[config.mk]
export PLATFORM = sky130hd
export DESIGN_NAME = fetch_queue
export DESIGN_NICKNAME = d
export VERILOG_FILES = /design/src/rtl/fetch_queue.sv
export SDC_FILE = /design/constraint.sdc
export NUM_CORES = 1
export LEC_CHECK = 0
export ABC_CLOCK_PERIOD_IN_PS = 3300
export CAP_MARGIN = 20
export CORE_MARGIN = 1
export CORE_UTILIZATION = 45
export CTS_CLUSTER_DIAMETER = 150
export DETAILED_ROUTE_END_ITERATION = 10
export HOLD_SLACK_MARGIN = 0.05
export PLACE_DENSITY = 0.73
export SYNTH_ARGS = -nofsm -noshare
export SYNTH_HDL_FRONTEND = slang
export SYNTH_SLANG_ARGS = --single-unit
[constraint.sdc]
create_clock -name clk -period 3.3 [get_ports clk]
set_clock_uncertainty 0.15 [all_clocks]
set_input_delay 0.495 -clock clk [delete_from_list [all_inputs] [get_ports clk]]
set_output_delay 0.495 -clock clk [all_outputs]
set_load 0.02 [all_outputs]
[src/rtl/fetch_queue.sv]
// fetch_queue: sequential instruction prefetch into a DEPTH-entry FIFO.
// Ports: clk/reset, Stall/Jump/Branch redirects, Imem req/ack, head out.
module fetch_queue #(
    parameter int          DEPTH    = 4,
    parameter logic [31:0] RESET_PC = 32'h0000_0000
) (
    input  logic        clk,
    input  logic        reset,
    input  logic        Stall,
    input  logic        Jump_IDM1,
    input  logic [31:0] JumpTgt_IDM1,
    input  logic        BranchTaken_EXM1,
    input  logic [31:0] BranchTgt_EXM1,
    output logic        ImemReq,
    output logic [31:0] ImemAddr,
    input  logic        ImemAck,
    input  logic [31:0] ImemData,
    output logic        FetchValid_IF,
    output logic [31:0] FetchData_IF,
    output logic [31:0] FetchPc_IF
);

    localparam int AW = $clog2(DEPTH);
    localparam int CW = AW + 1;
    localparam logic [CW-1:0] FULL = CW'(DEPTH);

    localparam logic [1:0] S_IDLE = 2'd0;
    localparam logic [1:0] S_WAIT = 2'd1;
    localparam logic [1:0] S_DROP = 2'd2;

    logic [1:0]    state_q, state_d;
    logic [31:0]   fpc_q, fpc_d;
    logic [31:0]   addr_q, addr_d;
    logic          req_q, req_d;
    logic [AW-1:0] rd_q, rd_d;
    logic [AW-1:0] wr_q, wr_d;
    logic [CW-1:0] cnt_q, cnt_d;

    logic [31:0] pc_mem  [DEPTH];
    logic [31:0] ins_mem [DEPTH];

    logic        redir;
    logic [31:0] tgt;
    logic        enq;
    logic        deq;

    // Execute is older than decode, so its branch wins.
    assign redir = BranchTaken_EXM1 | Jump_IDM1;
    assign tgt   = BranchTaken_EXM1 ? BranchTgt_EXM1 : JumpTgt_IDM1;
    assign enq   = (state_q == S_WAIT) && ImemAck && !redir;
    assign deq   = FetchValid_IF && !Stall;

    always_comb begin
        rd_d  = rd_q;
        wr_d  = wr_q;
        cnt_d = cnt_q;
        if (redir) begin
            rd_d  = '0;
            wr_d  = '0;
            cnt_d = '0;
        end else begin
            if (enq) wr_d = wr_q + AW'(1);
            if (deq) rd_d = rd_q + AW'(1);
            if (enq && !deq)
                cnt_d = cnt_q + CW'(1);
            else if (!enq && deq)
                cnt_d = cnt_q - CW'(1);
        end
    end

    // Issue decisions use the post-update count so a dequeue this
    // cycle lets a request go out on the next edge.
    always_comb begin
        state_d = state_q;
        fpc_d   = fpc_q;
        addr_d  = addr_q;
        unique case (state_q)
            S_WAIT: begin
                if (ImemAck) begin
                    if (redir) begin
                        fpc_d  = tgt;
                        addr_d = tgt;
                    end else begin
                        fpc_d = addr_q + 32'd4;
                        if (cnt_d < FULL)
                            addr_d = addr_q + 32'd4;
                        else
                            state_d = S_IDLE;
                    end
                end else if (redir) begin
                    fpc_d   = tgt;
                    state_d = S_DROP;
                end
            end
            S_DROP: begin
                if (redir) fpc_d = tgt;
                if (ImemAck) begin
                    state_d = S_WAIT;
                    addr_d  = redir ? tgt : fpc_q;
                end
            end
            default: begin
                if (redir) begin
                    fpc_d   = tgt;
                    addr_d  = tgt;
                    state_d = S_WAIT;
                end else if (cnt_d < FULL) begin
                    addr_d  = fpc_q;
                    state_d = S_WAIT;
                end
            end
        endcase
        req_d = (state_d != S_IDLE);
    end

    always_ff @(posedge clk or negedge reset) begin
        if (!reset) begin
            state_q <= S_IDLE;
            fpc_q   <= RESET_PC;
            addr_q  <= '0;
            req_q   <= 1'b0;
            rd_q    <= '0;
            wr_q    <= '0;
            cnt_q   <= '0;
        end else begin
            state_q <= state_d;
            fpc_q   <= fpc_d;
            addr_q  <= addr_d;
            req_q   <= req_d;
            rd_q    <= rd_d;
            wr_q    <= wr_d;
            cnt_q   <= cnt_d;
        end
    end

    always_ff @(posedge clk) begin
        if (enq) begin
            pc_mem[wr_q]  <= addr_q;
            ins_mem[wr_q] <= ImemData;
        end
    end

    assign ImemReq       = req_q;
    assign ImemAddr      = addr_q;
    assign FetchValid_IF = (cnt_q != '0);
    // Empty head reads as zero so stale entries never leak out.
    assign FetchData_IF  = FetchValid_IF ? ins_mem[rd_q] : '0;
    assign FetchPc_IF    = FetchValid_IF ? pc_mem[rd_q] : '0;

endmodule
Word-level counts from Yosys, hierarchy flattened:

Memories as Yosys holds them, arrays and structs flattened.
Index checks and enable logic that the tools add are counted.

* flip-flop bits (word level): 74
* RAM bits: 256
* input bits: 102
* output and inout bits: 98
* word-level logic and storage cells: 67
* memories: 2

* add/sub/neg operators: 5
* $lt $le $gt $ge: 1
* equal/unequal tests: 5
* muxes and demuxes: 31
* bitwise operators: 1
* reductions and logical operators: 15

Memory list
* ins_mem: words 4, bits a word 32, read ports 1, clocked after memory_dff 0, write ports 1, line 40 `logic [31:0] ins_mem [DEPTH];`
* pc_mem: words 4, bits a word 32, read ports 1, clocked after memory_dff 0, write ports 1, line 39 `logic [31:0] pc_mem [DEPTH];`

Operators with widths (number)
* 32-bit two-way mux: 13
* 32-bit one-hot mux with 2 select lines: 1
* 32-bit by 3-bit adder with 32-bit output, second input constant: 1
* 2-bit two-way mux: 11
* 3-bit two-way mux: 3
* 2-bit nonzero test: 3
* 3-bit nonzero test: 2
* 1-bit logical AND: 5
* 2-bit by 1-bit adder with 2-bit output, second input constant: 2
* 1-bit logical NOT: 4
* 2-bit != test, second input constant: 2
* 2-bit one-hot mux with 2 select lines: 1
* 4-bit AND reduction: 1
* 3-bit by 1-bit adder with 3-bit output, second input constant: 1
* 3-bit < comparator, second input constant: 1
* 3-bit by 2-bit != test with 1-bit output, second input constant: 1
* 3-bit by 1-bit subtractor with 3-bit output, second input constant: 1
* 2-bit by 1-bit equality test with 1-bit output, second input constant: 1
* 2-bit equality test, second input constant: 1
* 1-bit two-way mux: 2
* 1-bit bitwise OR: 1

Logic depth before layout (Yosys ltp):

* depth after elaboration: 14
* mapped depth: 12
* depth with buffers taken out: 9

Worst setup path after synthesis:

No wires, ideal clock.

* kind: reg-to-reg
* start point: register state_q[1]
* end point: memory ins_mem[0][0], enable pin
* arrival time: 3000 ps
* slack: -280 ps
* cell stages (with the launch flop): 8
* period minus slack after synthesis: 3580 ps
* path through: dfrtp_1 inv_1 ha_1 and2_4 buf_6 clkbuf_1 clkbuf_1 and3_1

* word-level cells in the longest chain between the ends: 5

RTL lines
* start: declaration: line 31 `logic [1:0] state_q, state_d;`
* start signal: assignment: line 126 `state_q <= state_d;`
* 2-bit by 1-bit equality test with 1-bit output: line 50 `assign enq = (state_q == S_WAIT) && ImemAck && !redir;`
* 1-bit logical AND (2 in a row): line 50
* 1-bit two-way mux: line 137 `if (enq) begin`
* 1-bit two-way mux (not written as such): line 139 `ins_mem[wr_q] <= ImemData;`
* end: declaration: line 40

Every way passes these cells.

Worst setup path in the final report:

* start point: register cnt_q[1]
* end point: output port FetchPc_IF[14]

* word-level cells in the longest chain between the ends: 2

RTL lines
* start: declaration: line 37 `logic [CW-1:0] cnt_q, cnt_d;`
* start signal: assignment: line 132 `cnt_q <= cnt_d;`
* 3-bit nonzero test: line 145 `assign FetchValid_IF = (cnt_q != '0);`
* 32-bit two-way mux: line 148 `assign FetchPc_IF = FetchValid_IF ? pc_mem[rd_q] : '0;`
* end: declaration: line 20 `output logic [31:0] FetchPc_IF`

Every way passes these cells.

==> reports/metrics.yaml <==
run_status:
  status: "finished clean"
logic_synthesis:
  synth-seq-area-share: 0.652
  synth_area_um2: 14600
  synth_warnings: 0
  syn-num-nets: 1150
  synth_cell_types: 68
  synth-edff-count: 256
  synthArstFlopShare: 0.224
  ys.flop_type: "edfxtp_1"
  netlist_top_cells_area: "edfxtp_1, dfrtp_1, mux4_2"
  synth_top_area_cell: "edfxtp_1"
  synth_seq_cells: 330
  netlist_instances: 1038
  synth_area_per_cell_um2: 14.1
  synth_top_area_frac: 0.526
detailed_routing:
  drtPass1Iterations: 5
  routed_via_density: 5.60
  ant_nets: 0
  wl_um: 36000
  post_drt_wl_per_cell_um: 20.9
  num_vias: 9657
  drc_errors: 0
  drt_iter0_markers: 841
setup_path:
  worstSetupPathType: "register to output pin"
  required_ns: 2.65
  cp-end-kind: "output pin"
  cp.arrival_ns: 2.54
  cpMaxStageDelayCell: "clkdlybuf4s50_1"
  critical_path.cell_chain: "inv_1 > ha_1 > nor2b_4 > inv_4 > buf_12 > and2_1 > clkdlybuf4s50_1"
  cp_top_family: "buffers and inverters"
  regToRegSetupSlack_ns: 0.53
  cp_max_fo: 39
  start_kind: "register"
  critPathBufInv: 4
  cpPeakStageDelay_ns: 0.66
sta:
  fmax_mhz: 314
  tightest_slew_ns: 0.780
  hold_viol_final: 0
  rsz0062_at_grt: "no"
  finalWorstSetupSlack_ns: 0.111
  slew_viol_final: 0
  maxSlewHeadroom: 0.478
  setup_viol: 0
  holdWs_ns: 0.193
  fin_crit_sh: 0.967
  period_needed_ns: 3.19
  setup-tns-final_ns: 0
grt:
  grt_max_degree: 75
  overflow: 0
  track_usage: 0.221
  grt_pass1_wl_um: 56300
  grt_antenna_before_repair: 0
  grt_pass1_vias: 9697
floorplan:
  fp.coreArea_um2: 31800
  fp.dieH_um: 182
  initial_core_util: 0.460
  fp.dieW_um: 182
  rows: 65
  die-area_um2: 33200
  ios: 200
layout:
  diodes: 0
  regArea_um2: 9550
  filler_cell_count: 2423
  layout.cells.non_filler: 1725
  syn_to_final_growth_pct: 27.9
  final_nets: 1375
  multi_input_comb_area_um2: 4760
  drive_gt1_frac: 0.147
power_and_ir_drop:
  p_switching_mw: 4.41
  powerDensity_nw_per_um2: 735
  ir_drop_uv: 439
  p_total_mw: 13.8
  power.share.switching: 0.320
  p_leak_nw: 6.51
  power_frac_comb: 0.296
  p_int_mw: 9.35
  seq_power_share: 0.410
  power_frac_clock: 0.294
place:
  place_congestion: 0.861
  preCtsSetupSlack_ns: 0.416
  io_buffers: 199
  placed_cells: 1656
  hpwl_um: 24000
clock_network:
  clock_path_buffers: 3
  cts_root_buf: "clkbuf_16"
  cts_sinks: 330
  clkLatencyLatePin_ns: 0.51
  clk_pin_slew_worst_paths_ns: 0.06
  htree_levels: 2
  cts_tree: "yes"
  cts_buffers: 36
min_path:
  hold_class: "input pin to async pin"
run:
  drv_cap: 0
[final cells by class]
| cell class | instances | area share |
|---|---|---|
| timing repair buffer | 250 | 0.138 |
| clock inverter | 17 | 0.0105 |
| multi-input combinational | 627 | 0.254 |
| tap | 435 | 0.0291 |
| sequential | 330 | 0.510 |
| inverter | 18 | 0.00375 |
| clock buffer | 48 | 0.0539 |
[synthesized netlist by cell type, types with 3 or more instances]
master     instances
xor2_1            13
a221o_1            3
and2_1            70
nand2_1           81
a211oi_1           4
nand2b_1           6
a32oi_1            3
mux2i_1            3
a21oi_1           70
nand4_1            5
o31ai_1            3
clkbuf_1          43
a22oi_1            8
buf_1              6
a31oi_1            7
a22o_1             4
dfrtp_1           74
o22a_1             4
a21o_1             4
edfxtp_1         256
a211o_1            3
ha_1              10
o21ai_0           69
xnor2_1           20
o211ai_1           8
and3_1            17
or2_2              3
nor2_1            78
nor3_1             5
nand3_1           15
buf_2              7
a2bb2oi_1          3
o22ai_1            3
o21a_1             5
buf_6              4
mux4_2            64
inv_1             18
nor2b_1            6
[per-layer routing]
metal  part of all wire  GRT usage  up-vias
met5                  0          0        -
met4              0.016     0.0484        0
met3              0.076     0.0467       48
met2               0.48      0.358      403
met1               0.43      0.309     4834
li1                   -          -     4372
[worst register-to-register path: cells and delay by family, from the launching register on]
| kind | cells | cell delay (ns) |
|---|---|---|
| compound gates | 2 | 0.42 |
| simple gates | 4 | 1.30 |
| xor+xnor | 1 | 0.18 |
| flops | 1 | 0.57 |
[placed cells by master, fill, tap and decap left out, types with 10 or more instances in the layout]
master           instances
nand3_1                 15
nor2_1                  78
buf_12                  14
xor2_1                  13
edfxtp_1               256
and3_1                  13
clkdlybuf4s50_1        194
dfrtp_1                 72
a21oi_1                 70
o21ai_0                 69
buf_4                   35
mux4_2                  64
nand2_1                 81
and2_1                  70
ha_1                    10
clkbuf_16               38
xnor2_1                 20
inv_1                   17
[through the flow]
stage | utilization | cell area (um2)
final | 0.588 | 18700
after CTS | 0.587 | 18700
after detailed placement | 0.548 | 17400
after global placement | 0.548 | 17400
after global routing | 0.588 | 18700
after floorplan | - | 14600
[registers in the layout, summed over array words and instances (netlist names)]
signal and count:
ImemReq 1, state_q 2, cnt_q 3, wr_q 2
ImemAddr 32, ins_mem 128, fpc_q 32, pc_mem 128
rd_q 2
[logic make-up (layout without fill, tap and decap cells)]
family | count (synthesis) | after routing | synth area share
adders and majority gates | 10 | 10 | 0.00856
AOI/OAI and AO/OA | 215 | 215 | 0.0892
muxes | 68 | 68 | 0.101
and+or+nand+nor | 301 | 301 | 0.105
buffers and inverters | 81 | 333 | 0.0240
DFF | 330 | 330 | 0.652
xor gates and xnor gates | 33 | 33 | 0.0198
[repair_timing]
| action | in CTS | in global routing |
|---|---|---|
| gates resized for setup | 1 | 4 |
| cloned | 0 | 0 |
| setup endpoints to repair | 56 | 52 |
| hold endpoints to repair | 72 | 0 |
| buffers inserted | 2 | 0 |
| hold buffers | 1 | 0 |
[worst paths after layout]
kind	start	end	cells after the start
worst min register to register	fpc_q[3]$_DFF_PN0_	fpc_q[3]$_DFF_PN0_	2
worst max-delay path	cnt_q[1]$_DFFE_PN0P_	FetchPc_IF[14]	7
worst max register to register	ImemAddr[10]$_DFFE_PN0P_	fpc_q[28]$_DFF_PN0_	7
min in group clk	BranchTaken_EXM1	fpc_q[12]$_DFF_PN0_	3
max in group asynchronous	reset	rd_q[1]$_DFFE_PN0P_	3
worst min-delay path	reset	fpc_q[0]$_DFF_PN0_	2
[power by group through the flow]
stage / Clock (mW) / Combinational, mW / Sequential, mW
6_report: 4.05 / 4.08 / 5.64
5_1_grt: 4.29 / 4.40 / 5.70
4_1_cts: 4.13 / 4.07 / 5.63
3_5_place_dp: 0 / 4.03 / 5.72
3_3_place_gp: 0 / 3.96 / 5.69
2_1_floorplan: 0 / 2.07 / 5.87
Note: power is estimated with default switching activity, not from simulation.
